===== src/rtl/crossbar_pkg.sv =====
// Purpose: shared control-word layout and write-qualification helper for the crossbar router.
// Latency: n/a (types, constants and a pure function only).
// Backpressure: n/a.
package crossbar_pkg;

  // Default control-word geometry; matches the router's default parameters.
  localparam int CTRL_BW     = 32;
  localparam int CTRL_AW     = 4;
  localparam int CTRL_IW     = 2;
  localparam int CTRL_OW     = 2;
  // write + en flag bits carried alongside the index fields
  localparam int CTRL_FLAG_W = 2;
  localparam int CTRL_PAD_W  = CTRL_BW - CTRL_AW - CTRL_IW - CTRL_OW - CTRL_FLAG_W;

  // MSB-first layout: addr | write | in_idx | out_idx | en | unused
  typedef struct packed {
    logic [CTRL_AW-1:0]    addr;
    logic                  write;
    logic [CTRL_IW-1:0]    in_idx;
    logic [CTRL_OW-1:0]    out_idx;
    logic                  en;
    logic [CTRL_PAD_W-1:0] pad;
  } ctrl_word_t;

  // A control word updates the table only when it is valid, a write, aimed at
  // this block, and both indices name ports that actually exist.
  function automatic logic ctrl_match(
    input logic        val,
    input logic        write,
    input int unsigned addr,
    input int unsigned block_addr,
    input int unsigned in_idx,
    input int unsigned n_inputs,
    input int unsigned out_idx,
    input int unsigned n_outputs
  );
    return val && write && (addr == block_addr) &&
           (in_idx < n_inputs) && (out_idx < n_outputs);
  endfunction

endpackage


===== src/rtl/crossbar_fifo.sv =====
// Purpose: small generic FIFO with async-reset storage, head/tail pointers and occupancy count.
// Latency: 1 cycle push-to-head (registered storage, no bypass).
// Backpressure: full blocks push; pop is honoured even when full (push and pop may share a cycle).
module crossbar_fifo #(
  parameter int W     = 32,
  parameter int DEPTH = 2
) (
  input  logic         clk,
  input  logic         reset,
  input  logic         push,
  input  logic [W-1:0] push_dat,
  input  logic         pop,
  output logic         full,
  output logic         empty,
  output logic [W-1:0] head
);

  localparam int PW = (DEPTH > 1) ? $clog2(DEPTH) : 1;
  localparam int CW = $clog2(DEPTH + 1);

  logic [DEPTH-1:0][W-1:0] mem;
  logic [PW-1:0]           wr_ptr;
  logic [PW-1:0]           rd_ptr;
  logic [CW-1:0]           cnt;
  logic                    do_push;
  logic                    do_pop;

  assign full    = (cnt == CW'(DEPTH));
  assign empty   = (cnt == '0);
  assign head    = mem[rd_ptr];
  assign do_push = push && !full;
  assign do_pop  = pop && !empty;

  // Pointers wrap explicitly so non-power-of-two depths work.
  function automatic logic [PW-1:0] bump(input logic [PW-1:0] p);
    return (p == PW'(DEPTH - 1)) ? '0 : p + PW'(1);
  endfunction

  // Storage, pointers and count advance on accepted push/pop.
  always_ff @(posedge clk or negedge reset) begin
    if (!reset) begin
      mem    <= '0;
      wr_ptr <= '0;
      rd_ptr <= '0;
      cnt    <= '0;
    end else begin
      if (do_push) begin
        mem[wr_ptr] <= push_dat;
        wr_ptr      <= bump(wr_ptr);
      end
      if (do_pop) begin
        rd_ptr <= bump(rd_ptr);
      end
      if (do_push && !do_pop) begin
        cnt <= cnt + CW'(1);
      end else if (!do_push && do_pop) begin
        cnt <= cnt - CW'(1);
      end
    end
  end

endmodule


===== src/rtl/xbar_rr_arbiter.sv =====
// Purpose: combinational round-robin arbiter with an optional grant lock for one crossbar output.
// Latency: 0 cycles (pure combinational).
// Backpressure: a set lock with its input still requesting pins the grant so a stalled beat stays stable.
module xbar_rr_arbiter #(
  parameter  int N  = 4,
  localparam int IW = (N > 1) ? $clog2(N) : 1
) (
  input  logic [N-1:0]  req,
  input  logic [IW-1:0] ptr,
  input  logic          lock,
  input  logic [IW-1:0] lock_idx,
  output logic [N-1:0]  grant_onehot,
  output logic [IW-1:0] grant_idx,
  output logic          any
);

  logic found;

  // Locked input wins if it still requests; otherwise first requester at or after ptr.
  always_comb begin
    grant_idx    = '0;
    grant_onehot = '0;
    found        = 1'b0;
    any          = |req;
    if (lock && req[lock_idx]) begin
      grant_idx = lock_idx;
      found     = 1'b1;
    end else begin
      for (int k = 0; k < N; k++) begin
        if (!found && req[(int'(ptr) + k) % N]) begin
          found     = 1'b1;
          grant_idx = IW'((int'(ptr) + k) % N);
        end
      end
    end
    if (found) begin
      grant_onehot[grant_idx] = 1'b1;
    end
  end

endmodule


===== src/rtl/crossbar_rr_router.sv =====
// Purpose: N_INPUTS x N_OUTPUTS buffered crossbar; table-routed inputs, round-robin arbitration per output.
// Latency: 1 cycle from input accept to send_val (registered FIFO head, no bypass).
// Backpressure: recv_rdy = input FIFO not full; a stalled output holds its grant until the beat transfers.
module crossbar_rr_router
  import crossbar_pkg::*;
#(
  parameter int BIT_WIDTH         = CTRL_BW,
  parameter int N_INPUTS          = 4,
  parameter int N_OUTPUTS         = 4,
  parameter int QUEUE_DEPTH       = 2,
  parameter int ADDRESS_BIT_WIDTH = CTRL_AW,
  parameter int BLOCK_ADDRESS     = 2
) (
  input  logic                                 clk,
  input  logic                                 reset,
  input  logic [N_INPUTS-1:0][BIT_WIDTH-1:0]   recv_msg,
  input  logic [N_INPUTS-1:0]                  recv_val,
  output logic [N_INPUTS-1:0]                  recv_rdy,
  output logic [N_OUTPUTS-1:0][BIT_WIDTH-1:0]  send_msg,
  output logic [N_OUTPUTS-1:0]                 send_val,
  input  logic [N_OUTPUTS-1:0]                 send_rdy,
  input  logic [BIT_WIDTH-1:0]                 ctrl_msg,
  input  logic                                 ctrl_val,
  output logic                                 ctrl_rdy
);

  localparam int AW       = ADDRESS_BIT_WIDTH;
  localparam int IW       = $clog2(N_INPUTS);
  localparam int OW       = $clog2(N_OUTPUTS);
  localparam int EN_LSB   = BIT_WIDTH - (AW + IW + OW + CTRL_FLAG_W);
  localparam int OUT_LSB  = EN_LSB + 1;
  localparam int IN_LSB   = OUT_LSB + OW;
  localparam int WR_LSB   = IN_LSB + IW;
  localparam int ADDR_LSB = WR_LSB + 1;

  if (AW + IW + OW + CTRL_FLAG_W > BIT_WIDTH) begin : g_ctrl_width_check
    $error("crossbar_rr_router: control fields do not fit in BIT_WIDTH");
  end

  // Control-word fields
  logic [AW-1:0] ctrl_addr;
  logic          ctrl_write;
  logic [IW-1:0] ctrl_in;
  logic [OW-1:0] ctrl_out;
  logic          ctrl_en;
  logic          tbl_wr;
  logic          unused_ctrl;

  // Routing table
  logic [N_INPUTS-1:0]         route_en;
  logic [N_INPUTS-1:0][OW-1:0] route_out;

  // Input FIFOs
  logic [N_INPUTS-1:0]                push;
  logic [N_INPUTS-1:0]                pop;
  logic [N_INPUTS-1:0]                full;
  logic [N_INPUTS-1:0]                empty;
  logic [N_INPUTS-1:0][BIT_WIDTH-1:0] head;

  // Per-output arbitration state
  logic [N_OUTPUTS-1:0][N_INPUTS-1:0] req;
  logic [N_OUTPUTS-1:0][N_INPUTS-1:0] grant_oh;
  logic [N_OUTPUTS-1:0][IW-1:0]       grant_idx;
  logic [N_OUTPUTS-1:0]               any_req;
  logic [N_OUTPUTS-1:0]               xfer;
  logic [N_OUTPUTS-1:0][IW-1:0]       ptr;
  logic [N_OUTPUTS-1:0]               lock;
  logic [N_OUTPUTS-1:0][IW-1:0]       lock_idx;

  assign ctrl_rdy    = 1'b1;
  assign ctrl_addr   = ctrl_msg[ADDR_LSB +: AW];
  assign ctrl_write  = ctrl_msg[WR_LSB];
  assign ctrl_in     = ctrl_msg[IN_LSB +: IW];
  assign ctrl_out    = ctrl_msg[OUT_LSB +: OW];
  assign ctrl_en     = ctrl_msg[EN_LSB];
  // Padding bits below the en flag carry no meaning.
  assign unused_ctrl = ^ctrl_msg;
  assign tbl_wr      = ctrl_match(ctrl_val, ctrl_write,
                                  32'(ctrl_addr), 32'(BLOCK_ADDRESS),
                                  32'(ctrl_in), 32'(N_INPUTS),
                                  32'(ctrl_out), 32'(N_OUTPUTS));

  // Table write lands at the edge; the new route is seen from the next cycle.
  always_ff @(posedge clk or negedge reset) begin
    if (!reset) begin
      route_en  <= '0;
      route_out <= '0;
    end else if (tbl_wr) begin
      route_en[ctrl_in]  <= ctrl_en;
      route_out[ctrl_in] <= ctrl_out;
    end
  end

  // Inputs buffer regardless of route state; only FIFO occupancy throttles them.
  for (genvar i = 0; i < N_INPUTS; i++) begin : g_in
    assign push[i] = recv_val[i] && !full[i];
    crossbar_fifo #(
      .W     (BIT_WIDTH),
      .DEPTH (QUEUE_DEPTH)
    ) u_fifo (
      .clk      (clk),
      .reset    (reset),
      .push     (push[i]),
      .push_dat (recv_msg[i]),
      .pop      (pop[i]),
      .full     (full[i]),
      .empty    (empty[i]),
      .head     (head[i])
    );
  end

  assign recv_rdy = ~full;

  // Each non-empty, enabled input requests exactly the output its table entry names today.
  always_comb begin
    req = '0;
    for (int o = 0; o < N_OUTPUTS; o++) begin
      for (int i = 0; i < N_INPUTS; i++) begin
        req[o][i] = !empty[i] && route_en[i] && (route_out[i] == OW'(o));
      end
    end
  end

  for (genvar o = 0; o < N_OUTPUTS; o++) begin : g_out
    xbar_rr_arbiter #(
      .N (N_INPUTS)
    ) u_arb (
      .req          (req[o]),
      .ptr          (ptr[o]),
      .lock         (lock[o]),
      .lock_idx     (lock_idx[o]),
      .grant_onehot (grant_oh[o]),
      .grant_idx    (grant_idx[o]),
      .any          (any_req[o])
    );
    assign send_val[o] = any_req[o];
    assign send_msg[o] = any_req[o] ? head[grant_idx[o]] : '0;
    assign xfer[o]     = any_req[o] && send_rdy[o];
  end

  // An input targets one output at most, so OR-ing grants never double-pops a FIFO.
  always_comb begin
    pop = '0;
    for (int o = 0; o < N_OUTPUTS; o++) begin
      for (int i = 0; i < N_INPUTS; i++) begin
        pop[i] = pop[i] | (xfer[o] & grant_oh[o][i]);
      end
    end
  end

  // Pointer moves past the winner on transfer; a stalled beat locks its grant until it goes or is remapped.
  always_ff @(posedge clk or negedge reset) begin
    if (!reset) begin
      ptr      <= '0;
      lock     <= '0;
      lock_idx <= '0;
    end else begin
      for (int o = 0; o < N_OUTPUTS; o++) begin
        if (xfer[o]) begin
          ptr[o]  <= (grant_idx[o] == IW'(N_INPUTS - 1)) ? '0 : grant_idx[o] + IW'(1);
          lock[o] <= 1'b0;
        end else if (tbl_wr && lock[o] && (ctrl_in == lock_idx[o])) begin
          lock[o] <= 1'b0;
        end else if (send_val[o]) begin
          lock[o]     <= 1'b1;
          lock_idx[o] <= grant_idx[o];
        end
      end
    end
  end

endmodule


===== config.mk =====
export PLATFORM = sky130hd
export DESIGN_NAME = crossbar_rr_router
export DESIGN_NICKNAME = d
export VERILOG_FILES = /design/src/rtl/crossbar_pkg.sv /design/src/rtl/crossbar_fifo.sv /design/src/rtl/xbar_rr_arbiter.sv /design/src/rtl/crossbar_rr_router.sv
export SDC_FILE = /design/constraint.sdc
export NUM_CORES = 1
export LEC_CHECK = 0
export ABC_AREA = 1
export CORE_MARGIN = 5
export CORE_UTILIZATION = 48
export DETAILED_ROUTE_END_ITERATION = 8
export PLACE_DENSITY = 0.72
export SLEW_MARGIN = 10
export SYNTH_ARGS = -nofsm -noshare
export SYNTH_HDL_FRONTEND = slang
export SYNTH_SLANG_ARGS = --single-unit

===== constraint.sdc =====
create_clock -name clk -period 7.3 [get_ports clk]
set_input_delay 1.46 -clock clk [delete_from_list [all_inputs] [get_ports clk]]
set_output_delay 1.46 -clock clk [all_outputs]
set_load 0.01 [all_outputs]

==> run summary <==
The effective utilization at floorplan is 0.4880. The core outline area came out at approximately 40,000 µm². The worst endpoint required time is about 5800 ps. The count of buffers added on input and output ports is 284. The initial antenna violation count came to 1. The quantity of gates resized following cts came out at 0. The weighted congestion at the end of routability-driven global placement is just over 0.9. The vertical die dimension came out at 214.2 µm.

The total global routing overflow is 0. The kind of launch point of the worst setup path is a flip-flop. The TritonCTS clock tree is yes. Setup repair after global routing left no endpoint under its margin. The post-detailed-route via-to-cell ratio came out at 5.644.

The number of setup buffers added after CTS is 0. After layout, the minimum clock period comes to 6754 ps. The flow ran to the end, and the final reports show no timing, DRC or antenna violations.

The least setup slack across all paths after layout came out at ~550 ps. The setup TNS came out at 0 ps. The clock transition time at the flip-flop clock pins of the worst setup and hold paths is 50 ps. After synthesis, the cell types taking the most area are sky130_fd_sc_hd__dfrtp_1, sky130_fd_sc_hd__nand2_1, sky130_fd_sc_hd__o21ai_0. In the final layout, the share of cells above drive strength 1 is 0.05688.

The TritonCTS sink count came out at 304. With fillers left out, the area of the finished cells amounts to 24,160 µm². The total number of nets in the final design is 3,393. The count of pins over their slew limit is 0.

The critical path goes through inv_2, nand2_1, nand2_1, nand2_1, nand2_1, nand3_1, nand3_1, nand3_1, nand2_2, nor2_2, inv_1, o22ai_1, nor2_1, clkdlybuf4s50_1. The post-route fraction of the period consumed by the critical path came out at 0.9252. The initial detailed-routing violation count came out at ~2,800. Yosys instantiated no cell more often than sky130_fd_sc_hd__nand2_1. Synthesis instantiated between 40 and 50 different standard cells from the library. During synthesis, Yosys emitted a total of 0 warnings. The clock network latency to the later pin of the worst-skew pair is about 570 ps. The total setup violations reported at the end of the flow came out at 0. The share of flip-flops with an asynchronous set or reset is 1.000.

The number of standard-cell rows in the floorplan is 74. The leakage component of the power came out at 11.92 nW. The cell family contributing the most delay on the critical path is simple AND/OR/NAND/NOR gates. TritonCTS created 38 clock buffers.

The launching element of the worst setup path is ptr[0]. The cell area after synthesis came out at 20,010 µm². For this run, the register share of the synthesized area comes to 0.3801. The die is 214.2 µm wide. On the final layout, the worst hold slack is 475.7 ps.

The first global-routing pass estimated between 100,000 and 150,000 µm of wire. The category of the most critical setup path is reg -> out. After detailed placement, the total cell area comes to between 20,000 and 25,000 µm². The maximum number of pins on one net before global-route repair is approximately 180. For this run, the slowest stage of the critical path takes about 990 ps.

The post-detailed-routing wire length came out at 74,870 µm. Synthesis produced a netlist whose cell count is 3,042. From synthesis to final layout, the design area changed by 20.72%.

The number of top-level pins came out at 308. At the pin with the least slew margin, the transition time is 1201 ps. The total of hold buffers inserted after clock tree synthesis is 0. Counting instances in the post-synthesis netlist gives the leading cell types as sky130_fd_sc_hd__nand2_1, sky130_fd_sc_hd__o21ai_0, sky130_fd_sc_hd__inv_1, sky130_fd_sc_hd__dfrtp_1, sky130_fd_sc_hd__nor2_1.

The endpoint arrival time on the critical path is 5290 ps. In this run the deepest clock path goes through 3 buffers. The cell that appears most often on the critical path is sky130_fd_sc_hd__nand2_1. After filler insertion, the fill cell instance count of the layout stands at 3,890. In this run the most critical hold path is launched from g_in[1].u_fifo.mem[40]. The slowest cell on the critical path is sky130_fd_sc_hd__nor2_2. The die outline area is 45,880 µm². The count of final hold-check violations is 0. The post-synthesis sequential element count is 304. The via count of the first global-routing pass is 19,860. The pre-CTS setup slack is 1386 ps.

The largest driver fanout on the critical path came out at 23. The half-perimeter wire length after detailed placement is 52,290 µm. The most used flip-flop cell after synthesis is sky130_fd_sc_hd__dfrtp_1. The total inserted antenna cells is 0. The synthesized netlist net count came out at 3,227. Across the VDD grid, the largest voltage drop is just over 400 µV. The cell count after placement came out at 3,700. The number of buffer and inverter stages on the critical path is 3. In this run the critical register-to-register path is launched from g_in[2].u_fifo.cnt[1]. In the routed design, unresolved DRC markers number 0. The largest total area in the synthesized netlist belongs to sky130_fd_sc_hd__dfrtp_1. The total of max-cap violations is 0. The endpoint type of the worst setup path is a primary output.

The cell at the root of the clock tree is sky130_fd_sc_hd__clkbuf_16. The min-delay analysis places its worst path in the category reg -> reg. The power density relative to cell area came out at 527.2 nW/µm². The non-filler instance count after layout is 3,767. The number of enable flip-flop cells after synthesis is 0. The remaining antenna violation count after routing is 0. The per-cell routed wire length is 19.87 µm. The setup slack of the most critical reg-to-reg path came out at 2900 ps. The final setup skew came out at about 19 ps.

The first detailed-routing pass ran for 7 iterations. The share of synthesized area in the top cell type comes to 0.3801. The detailed router placed roughly 21,000 vias in this run. The depth of the CTS H-tree came out at 2. The relative slew slack is 0.1991. The total global routing track utilization is 0.3156. The highest achievable clock rate is between 100 and 150 MHz. The synthesized area divided by synthesized cell count is roughly 6.6 µm².
where the power goes:
part | internal [mW] | total, mW | switching [mW]
clock network | 1.14 | 1.91 | 0.768
registers | 2.45 | 2.98 | 0.530
logic | 2.69 | 7.85 | 5.16
through the flow:
stage                     total power [mW]  utilization
final                                12.74       0.5891
after global routing                 13.59       0.5891
after CTS                            12.58       0.5891
after detailed placement             10.62       0.5582
after global placement               10.45       0.5582
after floorplan                      7.561            -
sequential cells by signal, summed over array words and instances (netlist names):
name and cells:
g_in.u_fifo.cnt 8, g_in.u_fifo.mem 256, g_in.u_fifo.rd_ptr 4, g_in.u_fifo.wr_ptr 4
lock 4, lock_idx 8, ptr 8, route_en 4
route_out 8
final cells by class:
type | count | area, µm² | area share
Inverter | 398 | 1494 | 0.06183
Clock buffer | 50 | 1067 | 0.04417
Sequential cell | 304 | 7611 | 0.3150
Multi-Input combinational cell | 2158 | 10080 | 0.4173
Clock inverter | 17 | 200.2 | 0.008285
Timing Repair Buffer | 308 | 3040 | 0.1258
Tap cell | 532 | 665.6 | 0.02755
cell usage in the layout (no fill, tap or decap), types with 2 or more instances in the layout:
master,n
sky130_fd_sc_hd__or2_2,4
sky130_fd_sc_hd__dfrtp_2,3
sky130_fd_sc_hd__nor2_1,230
sky130_fd_sc_hd__mux2_2,32
sky130_fd_sc_hd__clkinv_8,2
sky130_fd_sc_hd__bufinv_16,3
sky130_fd_sc_hd__clkbuf_1,6
sky130_fd_sc_hd__nand4_1,14
sky130_fd_sc_hd__clkbuf_16,39
sky130_fd_sc_hd__o22ai_1,20
sky130_fd_sc_hd__nor3_1,33
sky130_fd_sc_hd__clkinv_2,7
sky130_fd_sc_hd__xor2_1,5
sky130_fd_sc_hd__clkinv_4,4
sky130_fd_sc_hd__nor2_4,2
sky130_fd_sc_hd__o21ai_1,11
sky130_fd_sc_hd__a22o_1,3
sky130_fd_sc_hd__xnor2_1,6
sky130_fd_sc_hd__nor3_4,8
sky130_fd_sc_hd__ha_1,14
sky130_fd_sc_hd__inv_1,376
sky130_fd_sc_hd__mux2i_1,3
sky130_fd_sc_hd__clkbuf_8,5
sky130_fd_sc_hd__clkdlybuf4s50_1,283
sky130_fd_sc_hd__nand2_4,3
sky130_fd_sc_hd__nand2_2,15
sky130_fd_sc_hd__a21oi_1,82
sky130_fd_sc_hd__dfrtp_1,301
sky130_fd_sc_hd__nand3_2,2
sky130_fd_sc_hd__buf_4,23
sky130_fd_sc_hd__nor2_2,3
sky130_fd_sc_hd__inv_2,21
sky130_fd_sc_hd__nand3_1,206
sky130_fd_sc_hd__xnor2_2,2
sky130_fd_sc_hd__nand3b_1,35
sky130_fd_sc_hd__o21ai_0,478
sky130_fd_sc_hd__o21a_1,3
sky130_fd_sc_hd__o2111ai_1,4
sky130_fd_sc_hd__nand2_1,933
worst min-delay path: stages (launching register included):
cell and delay (ps):
sky130_fd_sc_hd__dfrtp_1 340, sky130_fd_sc_hd__nand2_1 50, sky130_fd_sc_hd__o21ai_0 50
cells by family (layout without fill, tap and decap cells):
family,after synthesis,count (layout),synth area share
AND/OR/NAND/NOR,1491,1491,0.3133
AO/OA/AOI/OAI,604,604,0.1545
buffers and inverters,580,773,0.1172
flip-flops,304,304,0.3801
multiplexers,35,35,0.01951
adder cells (fa/ha/maj),14,14,0.008752
XOR/XNOR,13,13,0.006439
other,1,1,0.0001874
final timing paths:
kind	endpoint	cells after the start
max in group asynchronous	g_in[0].u_fifo.mem[44]	2
min in group asynchronous	route_en[3]	1
setup / recovery	send_msg[28]	14
setup reg to reg	g_in[1].u_fifo.cnt[1]	21
hold / removal	g_in[1].u_fifo.mem[40]	2
hold reg to reg	g_in[1].u_fifo.mem[40]	2
per-layer routing:
metal,routed length [µm],vias up,global-route usage
met3,7621,239,0.06749
met5,17,-,0
met4,4462,2,0.1518
li1,-,9948,-
met1,30350,9877,0.4284
met2,32420,1196,0.4836
Note: power is estimated with default switching activity, not from simulation.
